## config.mk

```make
export PLATFORM = sky130hd
export DESIGN_NAME = load_store_unit
export DESIGN_NICKNAME = d
export VERILOG_FILES = /design/src/rtl/lsu_pkg.sv /design/src/rtl/lsu_align.sv /design/src/rtl/load_store_unit.sv
export SDC_FILE = /design/constraint.sdc
export NUM_CORES = 1
export LEC_CHECK = 0
export CAP_MARGIN = 20
export CELL_PAD_IN_SITES_DETAIL_PLACEMENT = 1
export CELL_PAD_IN_SITES_GLOBAL_PLACEMENT = 2
export CORE_AREA = 2 2 154 156
export CTS_BUF_LIST = sky130_fd_sc_hd__clkbuf_4 sky130_fd_sc_hd__clkbuf_8
export DETAILED_ROUTE_END_ITERATION = 10
export DIE_AREA = 0 0 156 158
export MAX_ROUTING_LAYER = met4
export PLACE_DENSITY_LB_ADDON = 0.1
export SYNTH_ARGS = -nofsm -noshare
export SYNTH_HDL_FRONTEND = slang
export SYNTH_SLANG_ARGS = --single-unit
```

## constraint.sdc

```tcl
create_clock -name clk -period 4.8 [get_ports clk]
set_clock_uncertainty 0.05 [all_clocks]
set_input_delay 0.72 -clock clk [delete_from_list [all_inputs] [get_ports clk]]
set_output_delay 0.72 -clock clk [all_outputs]
set_load 0.02 [all_outputs]
```

## src/rtl/lsu_pkg.sv

```systemverilog
`default_nettype none
// ----------------------------------------------------------------------------
// lsu_pkg : shared encodings and helpers for the load/store unit
// Rev 1.0
// ----------------------------------------------------------------------------
package lsu_pkg;

  localparam int unsigned LSU_ADDR_W = 9;

  localparam logic [1:0] SZ_BYTE = 2'b00;
  localparam logic [1:0] SZ_HALF = 2'b01;
  localparam logic [1:0] SZ_WORD = 2'b10;

  typedef enum logic [2:0] {
    IDLE  = 3'd0,
    READ  = 3'd1,
    WRITE = 3'd2,
    RESP  = 3'd3,
    ERR   = 3'd4
  } lsu_state_t;

  // Size code 2'b11 behaves as a word everywhere, so only bit 1 matters here.
  function automatic logic is_word(input logic [1:0] size);
    return size[1];
  endfunction

  function automatic logic is_misaligned(input logic [1:0] size, input logic [1:0] offset);
    logic bad;
    bad = 1'b0;
    if (is_word(size)) begin
      bad = (offset != 2'b00);
    end else if (size == SZ_HALF) begin
      bad = offset[0];
    end
    return bad;
  endfunction

endpackage
`default_nettype wire

```

## src/rtl/lsu_align.sv

```systemverilog
`default_nettype none
// ----------------------------------------------------------------------------
// lsu_align : little-endian lane extract/extend for loads, lane merge for stores
// Rev 1.0
// ----------------------------------------------------------------------------
module lsu_align
  import lsu_pkg::*;
(
  input  logic [31:0] rdata_i,
  input  logic [31:0] wdata_i,
  input  logic [1:0]  offset_i,
  input  logic [1:0]  size_i,
  input  logic        signed_i,
  output logic [31:0] load_data_o,
  output logic [31:0] merge_data_o
);

  logic [4:0]  w_shamt;
  logic [31:0] w_shifted;
  logic [31:0] w_byte_mask;
  logic [31:0] w_half_mask;

  assign w_shamt     = {offset_i, 3'b000};
  assign w_shifted   = rdata_i >> w_shamt;
  assign w_byte_mask = 32'h0000_00FF << w_shamt;
  assign w_half_mask = 32'h0000_FFFF << w_shamt;

  always_comb begin
    load_data_o  = rdata_i;
    merge_data_o = wdata_i;
    case (size_i)
      SZ_BYTE: begin
        load_data_o  = {{24{signed_i & w_shifted[7]}}, w_shifted[7:0]};
        merge_data_o = (rdata_i & ~w_byte_mask) | ({24'h0, wdata_i[7:0]} << w_shamt);
      end
      SZ_HALF: begin
        load_data_o  = {{16{signed_i & w_shifted[15]}}, w_shifted[15:0]};
        merge_data_o = (rdata_i & ~w_half_mask) | ({16'h0, wdata_i[15:0]} << w_shamt);
      end
      default: begin
        load_data_o  = rdata_i;
        merge_data_o = wdata_i;
      end
    endcase
  end

endmodule
`default_nettype wire

```

## src/rtl/load_store_unit.sv

```systemverilog
`default_nettype none
// ----------------------------------------------------------------------------
// load_store_unit : memory-stage LSU, one request at a time, RMW sub-word stores
// Rev 1.0
// ----------------------------------------------------------------------------
module load_store_unit
  import lsu_pkg::*;
#(
  parameter int unsigned ADDR_W = LSU_ADDR_W,
  parameter int unsigned DATA_W = 32
) (
  input  logic              clk,
  input  logic              rst,
  input  logic              req_valid,
  output logic              req_ready,
  input  logic              req_write,
  input  logic [1:0]        req_size,
  input  logic              req_signed,
  input  logic [ADDR_W+1:0] req_addr,
  input  logic [DATA_W-1:0] req_wdata,
  input  logic [4:0]        req_rd,
  output logic              resp_valid,
  output logic [DATA_W-1:0] resp_data,
  output logic [4:0]        resp_rd,
  output logic              misalign_err,
  output logic [ADDR_W-1:0] mem_read_addr,
  input  logic [DATA_W-1:0] mem_read_data,
  output logic [ADDR_W-1:0] mem_write_addr,
  output logic [DATA_W-1:0] mem_write_data,
  output logic              mem_rw
);

  lsu_state_t        state_q, state_d;
  logic              write_q, write_d;
  logic [1:0]        size_q, size_d;
  logic              signed_q, signed_d;
  logic [1:0]        off_q, off_d;
  logic [31:0]       wdata_q, wdata_d;
  logic [4:0]        rd_q, rd_d;
  logic [ADDR_W-1:0] raddr_q, raddr_d;
  logic [ADDR_W-1:0] waddr_q, waddr_d;
  logic [31:0]       wword_q, wword_d;
  logic [31:0]       rdata_q, rdata_d;
  logic [4:0]        resp_rd_q, resp_rd_d;

  logic [31:0] w_load_data;
  logic [31:0] w_merge_data;

  lsu_align u_align (
    .rdata_i      (mem_read_data),
    .wdata_i      (wdata_q),
    .offset_i     (off_q),
    .size_i       (size_q),
    .signed_i     (signed_q),
    .load_data_o  (w_load_data),
    .merge_data_o (w_merge_data)
  );

  always_comb begin
    state_d   = state_q;
    write_d   = write_q;
    size_d    = size_q;
    signed_d  = signed_q;
    off_d     = off_q;
    wdata_d   = wdata_q;
    rd_d      = rd_q;
    raddr_d   = raddr_q;
    waddr_d   = waddr_q;
    wword_d   = wword_q;
    rdata_d   = rdata_q;
    resp_rd_d = resp_rd_q;
    case (state_q)
      IDLE: begin
        if (req_valid) begin
          write_d  = req_write;
          size_d   = req_size;
          signed_d = req_signed;
          off_d    = req_addr[1:0];
          wdata_d  = req_wdata;
          rd_d     = req_rd;
          raddr_d  = req_addr[ADDR_W+1:2];
          waddr_d  = req_addr[ADDR_W+1:2];
          if (is_misaligned(req_size, req_addr[1:0])) begin
            state_d = ERR;
          end else if (req_write && is_word(req_size)) begin
            wword_d = req_wdata;
            state_d = WRITE;
          end else begin
            // Loads and sub-word stores both need the current memory word.
            state_d = READ;
          end
        end
      end
      READ: begin
        if (write_q) begin
          wword_d = w_merge_data;
          state_d = WRITE;
        end else begin
          rdata_d   = w_load_data;
          resp_rd_d = rd_q;
          state_d   = RESP;
        end
      end
      WRITE:   state_d = IDLE;
      RESP:    state_d = IDLE;
      ERR:     state_d = IDLE;
      default: state_d = IDLE;
    endcase
  end

  always_ff @(posedge clk or posedge rst) begin
    if (rst) begin
      state_q   <= IDLE;
      write_q   <= 1'b0;
      size_q    <= SZ_BYTE;
      signed_q  <= 1'b0;
      off_q     <= 2'b00;
      wdata_q   <= 32'h0;
      rd_q      <= 5'd0;
      raddr_q   <= '0;
      waddr_q   <= '0;
      wword_q   <= 32'h0;
      rdata_q   <= 32'h0;
      resp_rd_q <= 5'd0;
    end else begin
      state_q   <= state_d;
      write_q   <= write_d;
      size_q    <= size_d;
      signed_q  <= signed_d;
      off_q     <= off_d;
      wdata_q   <= wdata_d;
      rd_q      <= rd_d;
      raddr_q   <= raddr_d;
      waddr_q   <= waddr_d;
      wword_q   <= wword_d;
      rdata_q   <= rdata_d;
      resp_rd_q <= resp_rd_d;
    end
  end

  // Strobes decode straight from the state register so an async reset kills a write at once.
  assign req_ready      = (state_q == IDLE);
  assign mem_rw         = (state_q == WRITE);
  assign resp_valid     = (state_q == RESP);
  assign misalign_err   = (state_q == ERR);
  assign resp_data      = rdata_q;
  assign resp_rd        = resp_rd_q;
  assign mem_read_addr  = raddr_q;
  assign mem_write_addr = waddr_q;
  assign mem_write_data = wword_q;

endmodule
`default_nettype wire

```

# Yosys cells after proc, flatten, opt, wreduce, memory -nomap -nowiden
# Index checks and enable logic that the tools add are counted.
[totals]
register_bits = 124
input_bits = 87
out_inout_bits = 91
wordCells = 59
[op_classes]
n_eq_ne = 10
n_shift = 5
n_mux = 16
n_bitwise = 9
n_reduce_logical = 8
[op_table]
columns = ["op", "count"]
rows = [
  ["$pmux 32 s2", 3],
  ["$mux 32", 4],
  ["$and 32x32->32", 2],
  ["$not 32->32", 2],
  ["$or 32x32->32", 2],
  ["$shl 16x5->32", 1],
  ["$shl 16x5->32 const A", 1],
  ["$shl 8x5->32", 1],
  ["$shl 8x5->32 const A", 1],
  ["$shr 32x5->16", 1],
  ["$eq 3x2->1 const B", 2],
  ["$mux 3", 2],
  ["$ne 2x2->1 const B", 3],
  ["$pmux 3 s2", 1],
  ["$mux 1", 5],
  ["$reduce_and 5->1", 1],
  ["$eq 2x1->1 const B", 2],
  ["$reduce_and 2->1", 2],
  ["$reduce_bool 2->1", 2],
  ["$eq 3x1->1 const B", 1],
  ["$eq 3x3->1 const B", 1],
  ["$logic_not 3->1", 1],
  ["$and 1x1->1", 2],
  ["$logic_not 2->1", 1],
  ["other kinds (4)", 4],
]

# Depth between registers and ports, before layout
[logic_depth]
word_depth = 8
depth_mapped = 8
depth_no_buf = 6

# Cells and area by module
# A second synthesis with hierarchy kept.
[hier_totals]
hier_cells = 609
hier_area_um2 = 7243.2
[modules_own_cells]
columns = ["mod", "instances", "cells_per_inst", "area_each_um2", "seq_area_each_um2"]
rows = [
  ["load_store_unit", 1, 327, 5192.5, 3103.0],
  ["lsu_align", 1, 282, 2050.7, 0.0],
]

# Worst setup path after synthesis
# OpenSTA, ideal clock, no wires.
[synth_timing]
kind = "register -> register"
start = "register state_q[0]"
end = "register wdata_q[26]"
setup_time_ns = 0.125
arrival_ns = 1.906
required_ns = 4.625
setup_slack_ns = 2.719
path_stages_with_launch = 7
n_path_buf = 3
period_less_slack_ns = 2.081
path_cell_list = "dfrtp_1 -> buf_6 -> nor3_1 -> and2_1 -> buf_4 -> buf_4 -> mux2_2"
[synth_via]
elab_chain_cells = 2
[synth_rtl]
columns = ["element", "line", "text"]
rows = [
  ["from (decl)", "load_store_unit.sv:33", "lsu_state_t state_q, state_d;"],
  ["from (signal assigned)", "load_store_unit.sv:126", "state_q <= state_d;"],
  ["$logic_not 3->1", "--", ""],
  ["named net req_ready", "load_store_unit.sv:15", "output logic req_ready,"],
  ["$reduce_and 2->1 (no line)", "--", ""],
  ["to (signal assigned)", "load_store_unit.sv:131", "wdata_q <= wdata_d;"],
  ["to (decl)", "load_store_unit.sv:38", "logic [31:0] wdata_q, wdata_d;"],
]
# The timed path passes the listed nets, and every way through them passes these cells.
# A chain may end at the register's enable or synchronous reset.

# Final worst setup path
[layout_timing]
start = "register off_q[1]"
end = "register wword_q[3], in the netlist mem_write_data[3]"
[layout_via]
elab_chain_cells = 7
elab_cells_between_ends = 13
classes_between = "4 x shift; 3 x mux; 6 x bitwise"
[layout_rtl]
columns = ["element", "line", "text"]
rows = [
  ["from (decl)", "load_store_unit.sv:37", "logic [1:0] off_q, off_d;"],
  ["from (signal assigned)", "load_store_unit.sv:117", "off_q <= 2'b00;"],
  ["from (signal assigned)", "load_store_unit.sv:130", "off_q <= off_d;"],
  ["$shl 16x5->32 or $shl 8x5->32 (tied branches)", "lsu_align.sv:26, lsu_align.sv:25", ""],
  ["$not 32->32, on equally long branches", "lsu_align.sv:38, lsu_align.sv:34", ""],
  ["$and 32x32->32, on equally long branches", "lsu_align.sv:38, lsu_align.sv:34", ""],
  ["$or 32x32->32, on equally long branches", "lsu_align.sv:38, lsu_align.sv:34", ""],
  ["$pmux 32 s2 *", "lsu_align.sv:31", "case (size_i)"],
  ["$mux 32 *", "load_store_unit.sv:95", "if (write_q) begin"],
  ["$pmux 32 s2 *", "load_store_unit.sv:72", "case (state_q)"],
  ["to (signal assigned)", "load_store_unit.sv:135", "wword_q <= wword_d;"],
  ["to (decl)", "load_store_unit.sv:42", "logic [31:0] wword_q, wword_d;"],
]
# Every way passes the cells marked *; elsewhere a longest branch is shown, timed or not. The select of a mux whose other input is x is not followed.

==> impl_metrics.env <==
export IMPL_dp_final_hpwl_um=18400
export IMPL_worstMarginPinSlew_ps=1100
export IMPL_start_util_pct=29.4
export IMPL_first_pass_iters=5
export IMPL_clk_latency_ps=460
export IMPL_gp_congestion=0.860
export IMPL_post_cts_resized=0
export IMPL_outcome="finished, final reports clean"
export IMPL_worstPathRequired_ps=5110
export IMPL_syn2layout_area_growth_pct=33.0
export IMPL_cpLargestDelayFamily="flip-flops"
export IMPL_core_area_mm2=0.0231
export IMPL_synth_warning_count=0
export IMPL_holdWs_ps=429
export IMPL_hold_path_endpoint="resp_rd[0]"
export IMPL_cpMaxStageDelayCell="dfrtp_1"
export IMPL_ios=178
export IMPL_drive_above_1_share_pct=12.2
export IMPL_num_rows=56
export IMPL_clk_pin_slew_ps=90
export IMPL_num_antenna_cells=0
export IMPL_max_slew_margin_pct=26.4
export IMPL_r2r_slack_ps=1840
export IMPL_setup_ws_ps=1840
export IMPL_async_flop_share_pct=100
export IMPL_rsz0062_at_grt="false"
export IMPL_grt_pass1_wl_um=38800
export IMPL_cts_tree="done"
export IMPL_syn_area_mm2=0.00677
export IMPL_hold_buffers=0
export IMPL_finalPower_mw=6.17
export IMPL_ys_seq_area_share_pct=45.8
export IMPL_synth_edf_count=0
export IMPL_r2r_end="mem_write_data[3]"
export IMPL_die_area_mm2=0.0246
export IMPL_critPathBufInv=1
export IMPL_crit_path_max_fanout=30
export IMPL_setup_viol=0
export IMPL_wire_per_inst_um=22.1
export IMPL_grt_max_degree=71
export IMPL_dpl_cell_area_mm2=0.00863
export IMPL_dp_cells=1116
export IMPL_drc=0
export IMPL_synth_avg_cell_area_um2=9.57
export IMPL_stdcell_count=1148
export IMPL_final_nets=936
export IMPL_max_stage_delay_ps=950
export IMPL_path_cells="clkinv_1 > ha_1 > nor2_1 > a221o_1 > o21ai_0 > o21ai_0"
export IMPL_post_cts_buffers=0
export IMPL_hp_class="reg -> reg"
export IMPL_synth_nets=798
export IMPL_path_class="reg -> reg"
export IMPL_numPortBuffers=177
export IMPL_gr_total_overflow=0
export IMPL_dp_slack_ps=1690
export IMPL_totalWireLength_um=25300
export IMPL_period_share_pct=61.7
export IMPL_leakage_nw=3.65
export IMPL_cp_start_kind="flip-flop"
export IMPL_utilization_pct=39.1
export IMPL_syn_instance_count=707
export IMPL_period_minus_slack_ps=2960
export IMPL_cts_root_buf="clkbuf_8"
export IMPL_fmax_ghz=0.338
export IMPL_die_x_um=156
export IMPL_finalHoldViolations=0
export IMPL_peakVddDrop_uv=229
export IMPL_end_kind="flip-flop"
export IMPL_synth_cell_types=53
export IMPL_grt_pass1_vias=6288
export IMPL_critPathLaunch="off_q[1]"
export IMPL_final_cell_area_mm2=0.00900
export IMPL_htree_levels=4
export IMPL_clockBufferDepth=2
export IMPL_worstReg2RegStart="off_q[1]"
export IMPL_cp_data_arrival_time_ps=3280
export IMPL_whs_path_depth=2
export IMPL_cts_inserted_buffers=17
export IMPL_avgViaCountPerCell=5.36
export IMPL_min_from="rd_q[0]"
export IMPL_r2r_cells=6
export IMPL_slew_violations=0
export IMPL_dr_first_iter_drc_count=461
export IMPL_ys_flop_type="dfrtp_1"
export IMPL_synth_seq_cells=124
export IMPL_antenna_found_initial=0
export IMPL_vias=6152
export IMPL_grtUsageTotal_pct=21.7
export IMPL_powerDensity_mw_per_mm2=686
export IMPL_drv_cap=0
export IMPL_antenna_left=0
export IMPL_path_common_cell="o21ai_0"
export IMPL_fp_dieH_um=158
export IMPL_setup_tns_ps=0
export IMPL_clock_sinks=124
per-layer routing:
metal / track usage, % / up-vias / part of all wire, %
li1: - / 2814 / -
met4: 7.08 / 0 / 2.2
met3: 2.93 / 34 / 4.9
met1: 29.6 / 3081 / 47
met5: - / - / 0
met2: 33.5 / 223 / 46
layout by cell type (no fill, tap or decap), drive strengths merged, types with 2 or more instances in the layout:
master         instances
a21oi                 32
a221o                 24
a221oi                 8
a222oi                 5
a22o                   5
a22oi                  7
a31oi                 19
a32oi                  2
and2                   3
and3b                  8
buf                   10
clkbuf                17
clkdlybuf4s50        177
clkinv                 5
clkinvlp               4
dfrtp                124
ha                     4
inv                   32
mux2                  54
mux2i                 10
nand2                138
nand2b                 3
nand3                 13
nor2                  12
nor2b                 13
nor3                   4
nor3b                  4
o211ai                 6
o21a                   6
o21ai                 74
o22a                   8
o22ai                  2
o311ai                10
state kept, by name, summed over array words and instances, names as in the netlist:
register        count
rd_q                5
mem_write_addr      9
wdata_q            32
resp_data          32
state_q             3
mem_write_data     32
signed_q            1
resp_rd             5
off_q               2
size_q              2
write_q             1
worst min-delay path: cells and delay by family (launching register included):
| kind | cells | cell delay, ps |
|---|---|---|
| flip-flops | 1 | 350 |
| AND/OR/NAND/NOR | 2 | 100 |
how the worst max path moves through the flow:
stage                        endpoint  cells after the start
global placement    mem_write_data[9]                      5
CTS                 mem_write_data[3]                      6
detailed placement  mem_write_data[9]                      5
global route        mem_write_data[3]                      6
floorplan           mem_write_addr[0]                      1
finish              mem_write_data[3]                      6
power by group:
part | switching, mW | internal (mW)
Combinational | 1.81 | 1.44
Sequential | 0.487 | 1.54
Clock | 0.494 | 0.415
Yosys cell counts (8+ instances only):
| cell | instances | area, um2 |
|---|---|---|
| a21oi_1 | 32 | 160 |
| a221o_1 | 24 | 240 |
| a221oi_1 | 8 | 70.1 |
| a31oi_1 | 19 | 119 |
| and3b_1 | 8 | 70.1 |
| buf_2 | 19 | 95.1 |
| buf_4 | 14 | 105 |
| clkbuf_1 | 27 | 101 |
| dfrtp_1 | 124 | 3100 |
| inv_1 | 26 | 97.6 |
| mux2_2 | 54 | 608 |
| mux2i_1 | 10 | 100 |
| nand2_1 | 138 | 518 |
| nand3_1 | 13 | 65.1 |
| nor2_1 | 11 | 41.3 |
| nor2b_1 | 13 | 81.3 |
| o21ai_0 | 70 | 350 |
| o22a_1 | 8 | 70.1 |
cell families (layout without fill, tap and decap cells):
group	after synthesis	count (layout)	synth area share, %
flip-flops	124	124	45.8
AO/OA/AOI/OAI	216	216	21.9
multiplexers	64	64	10.5
adder cells (fa/ha/maj)	4	4	0.740
buffers and inverters	95	246	7.17
AND/OR/NAND/NOR	203	203	13.8
XOR/XNOR	1	1	0.129
layout make-up:
| cell class | instances | area, um2 |
|---|---|---|
| fill | 2593 | 14000 |
| multi-input combinational | 488 | 3190 |
| sequential | 124 | 3100 |
| timing repair buffer | 187 | 1870 |
| tap | 290 | 363 |
| clock buffer | 17 | 234 |
| clock inverter | 15 | 136 |
| inverter | 27 | 104 |
No activity file was read; power rests on OpenSTA's default activity.
